[src/rtl/conv_out_collector.sv]
// Collects N=(p-2)^2 convolution results per frame, saturates them to OW bits and drains them
// over a valid/ready port. Define CONV_OUT_RELU_EN to clamp negative sums to zero first.
module conv_out_collector #(
    parameter int unsigned p  = 5,
    parameter int unsigned m  = 8,
    parameter int unsigned DW = 20,
    parameter int unsigned OW = 8
) (
    input  logic                 clk,
    input  logic                 rst,
    input  logic                 start,
    input  logic                 avail,
    input  logic signed [DW-1:0] conv_in,
    input  logic                 done_in,
    output logic                 out_valid,
    input  logic                 out_ready,
    output logic [OW-1:0]        out_data,
    output logic                 out_last,
    output logic                 busy,
    output logic                 err_ovf,
    output logic                 err_unf
);
    localparam int unsigned N  = (p - 2) * (p - 2);
    localparam int unsigned AW = (N > 1) ? $clog2(N) : 1;
    localparam int MaxI = (2 ** (OW - 1)) - 1;
    localparam int MinI = -(2 ** (OW - 1));
    localparam logic signed [DW-1:0] SatMax = DW'(MaxI);
    localparam logic signed [DW-1:0] SatMin = DW'(MinI);
    localparam logic [m-1:0] NCnt = m'(N);
    localparam logic [m-1:0] One  = m'(1);

    localparam logic [1:0] IDLE     = 2'd0;
    localparam logic [1:0] COLLECT  = 2'd1;
    localparam logic [1:0] WAITDONE = 2'd2;
    localparam logic [1:0] DRAIN    = 2'd3;

    logic [1:0]    state_q, state_d;
    logic [m-1:0]  wptr_q, wptr_d;
    logic [m-1:0]  rptr_q, rptr_d;
    logic          out_valid_q, out_valid_d;
    logic [OW-1:0] out_data_q, out_data_d;
    logic          out_last_q, out_last_d;
    logic          err_ovf_q, err_ovf_d;
    logic          err_unf_q, err_unf_d;
    logic [OW-1:0] mem_q [N];

    logic signed [DW-1:0] relu_in;
    logic [OW-1:0]        px;
    logic                 wr_en;
    logic [m-1:0]         cnt_next;

    always_comb begin
`ifdef CONV_OUT_RELU_EN
        relu_in = conv_in[DW-1] ? '0 : conv_in;
`else
        relu_in = conv_in;
`endif
        if (relu_in > SatMax) begin
            px = SatMax[OW-1:0];
        end else if (relu_in < SatMin) begin
            px = SatMin[OW-1:0];
        end else begin
            px = relu_in[OW-1:0];
        end
    end

    always_comb begin
        state_d     = state_q;
        wptr_d      = wptr_q;
        rptr_d      = rptr_q;
        out_valid_d = out_valid_q;
        out_data_d  = out_data_q;
        out_last_d  = out_last_q;
        err_ovf_d   = err_ovf_q;
        err_unf_d   = err_unf_q;
        wr_en       = 1'b0;
        cnt_next    = wptr_q;
        case (state_q)
            IDLE: begin
                if (start) begin
                    state_d   = COLLECT;
                    wptr_d    = '0;
                    rptr_d    = '0;
                    err_ovf_d = 1'b0;
                    err_unf_d = 1'b0;
                end
            end
            COLLECT: begin
                if (avail && (wptr_q < NCnt)) begin
                    wr_en    = 1'b1;
                    cnt_next = wptr_q + One;
                    wptr_d   = cnt_next;
                end
                // The transition sees the count including a same-edge write.
                if (done_in) begin
                    state_d = DRAIN;
                    if (cnt_next < NCnt) err_unf_d = 1'b1;
                end else if (cnt_next == NCnt) begin
                    state_d = WAITDONE;
                end
            end
            WAITDONE: begin
                if (avail) err_ovf_d = 1'b1;
                if (done_in) state_d = DRAIN;
            end
            DRAIN: begin
                if (avail) err_ovf_d = 1'b1;
                if (wptr_q == '0) begin
                    state_d = IDLE;
                end else begin
                    if (out_valid_q && out_ready) begin
                        out_valid_d = 1'b0;
                        out_data_d  = '0;
                        out_last_d  = 1'b0;
                        if (out_last_q) state_d = IDLE;
                    end
                    // Refill the output register whenever it is empty or being consumed.
                    if ((!out_valid_q || out_ready) && (rptr_q < wptr_q)) begin
                        out_valid_d = 1'b1;
                        out_data_d  = mem_q[rptr_q[AW-1:0]];
                        out_last_d  = ((rptr_q + One) == wptr_q);
                        rptr_d      = rptr_q + One;
                    end
                end
            end
            default: state_d = IDLE;
        endcase
    end

    always_ff @(posedge clk or negedge rst) begin
        if (!rst) begin
            state_q     <= IDLE;
            wptr_q      <= '0;
            rptr_q      <= '0;
            out_valid_q <= 1'b0;
            out_data_q  <= '0;
            out_last_q  <= 1'b0;
            err_ovf_q   <= 1'b0;
            err_unf_q   <= 1'b0;
        end else begin
            state_q     <= state_d;
            wptr_q      <= wptr_d;
            rptr_q      <= rptr_d;
            out_valid_q <= out_valid_d;
            out_data_q  <= out_data_d;
            out_last_q  <= out_last_d;
            err_ovf_q   <= err_ovf_d;
            err_unf_q   <= err_unf_d;
        end
    end

    always_ff @(posedge clk) begin
        if (wr_en) mem_q[wptr_q[AW-1:0]] <= px;
    end

    assign out_valid = out_valid_q;
    assign out_data  = out_data_q;
    assign out_last  = out_last_q;
    assign busy      = (state_q != IDLE);
    assign err_ovf   = err_ovf_q;
    assign err_unf   = err_unf_q;

endmodule

[config.mk]
export PLATFORM = sky130hd
export DESIGN_NAME = conv_out_collector
export DESIGN_NICKNAME = d
export VERILOG_FILES = /design/src/rtl/conv_out_collector.sv
export SDC_FILE = /design/constraint.sdc
export NUM_CORES = 1
export LEC_CHECK = 0
export ABC_AREA = 1
export CORE_MARGIN = 2
export CORE_UTILIZATION = 40
export DETAILED_ROUTE_END_ITERATION = 8
export PLACE_DENSITY_LB_ADDON = 0.25
export SYNTH_ARGS = -nofsm -noshare
export SYNTH_HDL_FRONTEND = slang
export SYNTH_SLANG_ARGS = --single-unit
[constraint.sdc]
create_clock -name clk -period 5.55 [get_ports clk]
set_input_delay 0.555 -clock clk [delete_from_list [all_inputs] [get_ports clk]]
set_output_delay 0.555 -clock clk [all_outputs]
set_load 0.01 [all_outputs]
## Word-level counts from Yosys, hierarchy flattened

Memory sizes are Yosys's and may differ from the RTL's.
Index checks and enable logic that the tools add are counted.

| storage, ports and cells | value |
|---|---|
| register bits after elaboration | 30 |
| bits in writable memories | 72 |
| output and inout port bits | 13 |
| logic and storage cells | 83 |
| memories kept | 1 |

Memories:

| memory | depth | width | rd ports | clocked after memory_dff | write ports | line | text |
|---|---|---|---|---|---|---|---|
| mem_q | 9 | 8 | 1 | 0 | 1 | 45 | `logic [OW-1:0] mem_q [N];` |

| operators by class | value |
|---|---|
| add/sub/neg operators | 2 |
| order comparisons | 5 |
| eq/ne operators | 15 |
| muxes and demuxes | 32 |
| bitwise operators | 1 |
| reduce and logical (&&, ||, !) cells | 19 |

Operators with widths:

| kind | count |
|---|---|
| two-way mux 8 bit | 9 |
| one-hot mux 8 bit (2 select lines) | 2 |
| > comparator 20 x 8 -> 1 bit (second input constant) | 1 |
| less-than comparator 20 x 8 -> 1 bit (second input constant) | 1 |
| adder 8 x 1 -> 8 bit (second input constant) | 2 |
| less-than comparator 8 x 4 -> 1 bit (second input constant) | 2 |
| two-way mux 2 bit | 7 |
| inequality test 2 bit (second input constant) | 6 |
| two-way mux 1 bit | 11 |
| nonzero test 2 bit | 5 |
| inequality test 3 bit (second input constant) | 3 |
| equality test 8 x 4 -> 1 bit (second input constant) | 1 |
| equality test 8 bit | 1 |
| logical NOT 8 bit | 1 |
| less-than comparator 8 bit | 1 |
| one-hot mux 2 bit (4 select lines) | 1 |
| AND reduction 4 bit | 2 |
| AND reduction 3 bit | 2 |
| AND reduction 5 bit | 1 |
| equality test 2 bit (second input constant) | 2 |
| one-hot mux 1 bit (2 select lines) | 2 |
| logical AND 1 bit | 3 |
| equality test 2 x 1 -> 1 bit (second input constant) | 1 |
| logical NOT 2 bit | 1 |
| other kinds (6) | 6 |

## Depth between registers and ports, before layout

Gate-level depths: netlist (run 1).

| depth | value |
|---|---|
| word-level depth | 8 |
| mapped depth | 15 |
| depth with buffers taken out | 15 |

## Worst setup path before layout (run 1)

OpenSTA, ideal clock, no wires.

| timing | value |
|---|---|
| path kind | reg2reg |
| start point | register wptr_q[1] |
| end point | memory mem_q[8][0], enable pin |
| arrival time | 2.016 ns |
| slack | 3.139 ns |
| stages on the path, launching flop included | 9 |
| path buffers | 0 |
| period minus slack after synthesis | 2.411 ns |
| path through | dfrtp_1 inv_1 ha_1 inv_1 nand2_1 nand3_2 nor3_1 inv_2 nor4_1 |

| between the ends | value |
|---|---|
| cells in the longest elaborated chain, start to end | 6 |

RTL lines:

| what | line | text |
|---|---|---|
| start, declared | 38 | `logic [m-1:0] wptr_q, wptr_d;` |
| start signal, assigned | 142 | `wptr_q <= wptr_d;` |
| less-than comparator 8 x 4 -> 1 bit | 89 | `if (avail && (wptr_q < NCnt)) begin` |
| logical AND 1 bit | 89 |  |
| two-way mux 1 bit | 89 |  |
| two-way mux 1 bit | 78 | `case (state_q)` |
| two-way mux 1 bit | 153 | `if (wr_en) mem_q[wptr_q[AW-1:0]] <= px;` |
| two-way mux 1 bit (not written as such) | 153 |  |
| end, declared | 45 |  |

Several ways; a longest one is shown, not always the timed one.

## Final worst setup path (run 1)

| timing | value |
|---|---|
| start point | register rptr_q[0] |
| end point | register rptr_q[0] |

| between the ends | value |
|---|---|
| cells in the longest elaborated chain, start to end | 4 |
| elaborated cells on any way between the ends | 8 |
| those cells by class | add/sub: 1; order compare: 1; eq/ne: 1; mux: 3; reduce/logical: 2 |

RTL lines:

| what | line | text |
|---|---|---|
| start, declared | 39 | `logic [m-1:0] rptr_q, rptr_d;` |
| start signal, assigned | 143 | `rptr_q <= rptr_d;` |
| adder 8 x 1 -> 8 bit / less-than comparator 8 bit (equally long branches) | 122, 118 |  |
| two-way mux 8 bit / logical AND 1 bit (equally long branches) | 118 | `if ((!out_valid_q \|\| out_ready) && (rptr_q < wptr_q)) begin` |
| two-way mux 8 bit / inequality test 2 bit (equally long branches) | n/a |  |
| one-hot mux 8 bit (2 select lines) / AND reduction 4 bit (equally long branches) | n/a |  |

Several ways; a longest one is shown, not always the timed one. The select of a mux whose other input is x is not followed.
A chain may end at the register's enable or synchronous reset.

==> results of run 1 <==
-- layout by cell type (no fill, tap or decap), types with 2 or more instances in the layout --
cell | netlist | final
a21oi_1 | 9 | 9
a31oi_1 | 4 | 4
buf_4 | 0 | 2
clkbuf_16 | 0 | 9
clkdlybuf4s50_1 | 0 | 38
clkinv_1 | 0 | 2
dfrtp_1 | 30 | 30
edfxtp_1 | 72 | 72
ha_1 | 18 | 18
inv_1 | 28 | 28
inv_2 | 9 | 9
nand2_1 | 169 | 169
nand2_4 | 2 | 2
nand3_1 | 79 | 79
nand3b_1 | 3 | 3
nand4_1 | 5 | 5
nor2_1 | 23 | 23
nor2_2 | 3 | 3
nor3_1 | 12 | 12
nor3b_1 | 2 | 2
nor4_1 | 4 | 4
o211ai_1 | 3 | 3
o21ai_0 | 2 | 2
o21ai_1 | 3 | 3
o22ai_1 | 4 | 4
or2_2 | 4 | 4
xnor2_1 | 2 | 2
xor2_1 | 4 | 4
-- layout make-up --
type | instances | share of cell area, %
sequential | 102 | 50.4
clock inverter | 6 | 0.650
inverter | 37 | 2.40
clock buffer | 10 | 3.96
tap | 168 | 3.64
multi-input combinational | 365 | 32.1
timing repair buffer | 40 | 6.85
-- metrics by stage --
stage               hold WS (ps)  power [uW]  cell area [sq um]  cells  utilization (%)
finish                       483        2430               5780    728             47.9
global route                 517        2600               5780    728             47.9
global placement             465        1860               5510    712             45.7
floorplan                    259        1580               4960    517                -
detailed placement           470        1880               5510    712             45.7
CTS                          488        2450               5780    728             47.9
-- layer usage --
layer	global-route usage, %	share of wire [%]	vias up
li1	-	-	1844
met1	23.5	44	1735
met2	30.6	49	102
met3	3.43	4.5	20
met4	7.55	2.7	0
met5	0	0	-
-- logic make-up (layout without fill, tap and decap cells) --
group,count (synthesis),after routing,share of synthesized area (%)
fa+ha+maj,18,18,4.54
flops,102,102,58.7
compound gates,30,30,3.91
buf+inv,50,93,3.91
simple gates,311,311,27.8
xor+xnor,6,6,1.06
-- state kept, by name (all words and copies together), names as in the netlist --
register and flops:
out_data 8, err_unf 1, err_ovf 1, out_valid 1, rptr_q 8, out_last 1
mem_q 72, wptr_q 8, state_q 2
-- final timing paths --
path | from | to | cells past startpoint
worst max register to register | rptr_q[0] | rptr_q[0] | 11
max in group asynchronous | rst | wptr_q[3] | 2
worst max-delay path | rptr_q[0] | rptr_q[0] | 11
worst min register to register | out_data[1] | out_data[1] | 2
min in group asynchronous | rst | rptr_q[4] | 2
worst min-delay path | out_data[1] | out_data[1] | 2
-- power by group --
part | leakage (uW) | switching (uW) | total (uW) | internal (uW)
clock network | 0.000128 | 269 | 572 | 303
logic | 0.00114 | 523 | 836 | 313
registers | 0.00104 | 109 | 1020 | 912
-- critical path: stages (launching register included) --
cell,delay [ps]
dfrtp_1,1090
inv_2,530
ha_1,340
inv_1,50
a21oi_1,60
o21ai_1,120
nand4_1,90
nand3_1,170
nand2_1,260
nand2_4,180
nand2_1,60
nand2_1,90
==> impl_metrics.json, run 1 <==
{
  "synth.top_cells.by_count": "nand2_1 (169), nand3_1 (79), edfxtp_1 (72)",
  "fin_crit_sh_pct": 56.2,
  "gr-total-overflow": 0,
  "finalWirelength_mm": 11.3,
  "initial_core_util_pct": 41.1,
  "synthesis.area_sq_um": 4960,
  "syn_nets": 561,
  "synth-main-ff-cell": "edfxtp_1",
  "yosysTopAreaCell": "edfxtp_1",
  "die_w_um": 115,
  "synth_edf_count": 72,
  "postRouteAntennaNets": 0,
  "grt_usage_pct": 18.3,
  "ys_seq_area_share_pct": 58.7,
  "synth-seq-cells": 102,
  "antenna_found_initial": 0,
  "ys_top_cells_by_area": "edfxtp_1 (44%), dfrtp_1 (15%), nand2_1 (13%), nand3_1 (8.0%), ha_1 (4.5%)",
  "fill_cells": 1143,
  "rsz0062_at_grt": "false",
  "grt_pass1_wl_mm": 18.5,
  "hold_viol_final": 0,
  "drv_cap": 0,
  "clk_pin_slew_ps": 70,
  "holdCritPathClass": "flip-flop to flip-flop",
  "cts_tree": "done",
  "startpoint_type": "flip-flop",
  "holdBufCountCts": 0,
  "clock_latency_ps": 350,
  "finClkSkew_ps": 6.95,
  "drt-initial-drc-count": 294,
  "synth.top_cell.area_share_pct": 43.6,
  "ctsResizeCount": 0,
  "p_leak_uw": 0.00230,
  "n_antenna_cell": 0,
  "routedWlPerCell_um": 15.6,
  "grt_max_degree": 38,
  "regArea_sq_um": 2910,
  "place_congestion": 0.818,
  "dp_slack_ps": 2440,
  "vias": 3701,
  "die_height_um": 115,
  "drv_slew": 0,
  "viasPerCell": 5.08,
  "async_flop_share_pct": 29.4,
  "endpoint_kind": "flip-flop",
  "hpwl_mm": 8.35,
  "status": "finished, final reports clean",
  "root_buffer": "clkbuf_16",
  "worstSetupPathType": "flip-flop to flip-flop",
  "syn_inst": 517,
  "yosysUniqueCellTypes": 37,
  "drive_above_1_share_pct": 6.96,
  "drt_first_pass_iters": 5,
  "core-area_sq_um": 12100,
  "reg2reg_setup_slack_ps": 2430,
  "arrival_ps": 3400,
  "max_clock_freq_ghz": 0.321,
  "worstMarginPinSlew_ps": 1230,
  "row_count": 40,
  "syn_to_final_growth_pct": 16.5,
  "dieArea_sq_um": 13300,
  "tns_ps": 0,
  "grt_pass1_vias": 3711,
  "layout_setup_ws_ps": 2430,
  "ys_warn_count": 0,
  "clkSinkCount": 102,
  "clockBufferDepth": 2,
  "crit_fanout": 37,
  "required_ps": 5830,
  "setup_violations": 0,
  "postCtsSetupRepairBufs": 0,
  "maxSlewHeadroom_pct": 17.2,
  "avgSynthCellArea_sq_um": 9.59,
  "fin_nets": 599,
  "peakVddDrop_mv": 0.153,
  "multi_input_area_sq_um": 1850,
  "port_buffers": 38,
  "fin_crit_ps": 3120,
  "io_pins": 39,
  "cts-htree-levels": 3,
  "powerDensity_nw_per_um2": 421,
  "synth.most_common_cell": "nand2_1",
  "cts_buffers": 9,
  "drc_errors": 0
}
No activity file was read; power rests on OpenSTA's default activity.
==> run 2, diff against run 1 <==
Clock period 5.55 ns to 2.6 ns, I/O delays scaled along.
==> run 2 against run 1 <==
Compared with the run above:
- combinational power increased by 130%
- highest routed layer unchanged
- sequential power up 100%
- worst hold slack worse by 170 ps
- first-iteration DRC count fell by 14%
- clock skew shrank 2.5 ps
- critical path type unchanged
- die area unchanged
- sequential share of layout area shrank 1.1 points
- via count up 0.51%
- count of clock-buffer cells in the layout is the same
- critical path depth is 2 lower
==> impl_metrics.json, run 2 (synthesis gave the netlist of run 1 again) <==
{
  "io_pins": 39,
  "arrival_ps": 2350,
  "root_buffer": "clkbuf_16",
  "routedWlPerCell_um": 15.0,
  "finalWirelength_mm": 11.1,
  "worstMarginPinSlew_ps": 562,
  "place_congestion": 0.878,
  "dieArea_sq_um": 13300,
  "largest_reg_flops": 72,
  "fin_nets": 612,
  "drv_cap": 0,
  "cts_tree": "done",
  "maxSlewHeadroom_pct": 62.5,
  "post-route-util_pct": 49.0,
  "worstSetupPathType": "flip-flop to flip-flop",
  "clockBufferDepth": 2,
  "hpwl_mm": 7.95,
  "grt_max_degree": 36,
  "die_w_um": 115,
  "peakVddDrop_mv": 0.353,
  "drt-initial-drc-count": 252,
  "cp_cell_sequence": "inv_1 > ha_1 > inv_1 > nand2_1 > nand3_2 > nor3_1 > inv_2 > nor3_1 > buf_4",
  "holdBufCountCts": 0,
  "syn_to_final_growth_pct": 19.1,
  "die_height_um": 115,
  "finClkSkew_ps": 4.50,
  "ctsResizeCount": 0,
  "reg2reg_setup_slack_ps": 310,
  "powerDensity_nw_per_um2": 903,
  "max_clock_freq_ghz": 0.436,
  "grt_pass1_vias": 3597,
  "antenna_found_initial": 0,
  "status": "finished, final reports clean",
  "cts_buffers": 9,
  "row_count": 40,
  "critPathMaxStageDelay_ps": 410,
  "postCtsSetupRepairBufs": 0,
  "drive_above_1_share_pct": 9.42,
  "fin_crit_ps": 2290,
  "layout_common_cells": "nand2_1 (169), nand3_1 (79), edfxtp_1 (72), clkdlybuf4s50_1 (38), dfrtp_1 (30)",
  "reg2reg_to": "mem_q[3][7]",
  "setup_violations": 0,
  "tns_ps": 0,
  "clkSinkCount": 102,
  "drc_errors": 0,
  "required_ps": 2650,
  "grt_pass1_wl_mm": 18.0,
  "crit_fanout": 9,
  "viasPerCell": 5.02,
  "reg2reg_depth": 9,
  "initial_core_util_pct": 41.1,
  "cts-htree-levels": 3,
  "cp_slowest_cell": "dfrtp_1",
  "rsz0062_at_grt": "false",
  "port_buffers": 38,
  "startpoint_type": "flip-flop",
  "postRouteAntennaNets": 0,
  "final_common_cell": "nand2_1",
  "r2r_start": "wptr_q[1]",
  "n_antenna_cell": 0,
  "fill_cells": 1141,
  "core-area_sq_um": 12100,
  "gr-total-overflow": 0,
  "fin_crit_sh_pct": 88.2,
  "clk_pin_slew_ps": 70,
  "hold_viol_final": 0,
  "clock_latency_ps": 340,
  "endpoint_kind": "flip-flop",
  "drv_slew": 0,
  "vias": 3720,
  "drt_first_pass_iters": 5,
  "holdCritPathClass": "input port to async pin",
  "grt_usage_pct": 17.6,
  "p_leak_uw": 0.00239
}
==> run 2: power breakdown <==
group | switching, uW | internal (uW)
sequential | 148 | 1950
clock | 593 | 755
combinational | 1190 | 700
total | 1930 | 3400
==> run 2: critical path: cells and delay by family (launching register included) <==
kind / cells / cell delay (ps)
fa+ha+maj: 1 / 200
simple gates: 4 / 750
buf+inv: 4 / 640
flops: 1 / 410
==> run 2: layer usage <==
metal / vias to the layer above / GRT usage [%] / routed length [um]
met4: 0 / 7.15 / 223
met3: 16 / 2.21 / 389
li1: 1868 / - / -
met2: 88 / 30.3 / 5560
met5: - / 0 / 0
met1: 1748 / 22.6 / 4940
==> run 2: layout make-up <==
| class | count | area [sq um] | area share (%) |
|---|---|---|---|
| clock buffer | 10 | 229 | 3.88 |
| sequential | 102 | 2910 | 49.3 |
| multi-input combinational | 365 | 1850 | 31.3 |
| inverter | 37 | 139 | 2.35 |
| tap | 168 | 210 | 3.56 |
| timing repair buffer | 53 | 493 | 8.35 |
| clock inverter | 6 | 71.3 | 1.21 |
==> run 2: per-stage QoR <==
| stage | instances | worst slack (ps) | total power (uW) | area (sq um) | hold WS (ps) |
|---|---|---|---|---|---|
| floorplan | 517 | 189 | 3360 | 4960 | -35.6 |
| global placement | 725 | 461 | 3980 | 5610 | 469 |
| detailed placement | 725 | 352 | 4020 | 5610 | 466 |
| CTS | 741 | 337 | 5370 | 5910 | 320 |
| global route | 741 | 143 | 5690 | 5910 | 360 |
| finish | 741 | 306 | 5330 | 5910 | 311 |
==> run 2: how the worst max path moves through the flow <==
stage                  end  depth (start not counted)  startpoint  slack [ps]
5_1_grt        mem_q[3][7]                          9   wptr_q[1]         140
2_1_floorplan  mem_q[8][0]                          8   wptr_q[1]         190
4_1_cts        mem_q[3][7]                          9   wptr_q[1]         340
6_report       mem_q[3][7]                          9   wptr_q[1]         310
3_3_place_gp   mem_q[3][2]                          9   wptr_q[1]         460
3_5_place_dp   mem_q[3][4]                          9   wptr_q[1]         350
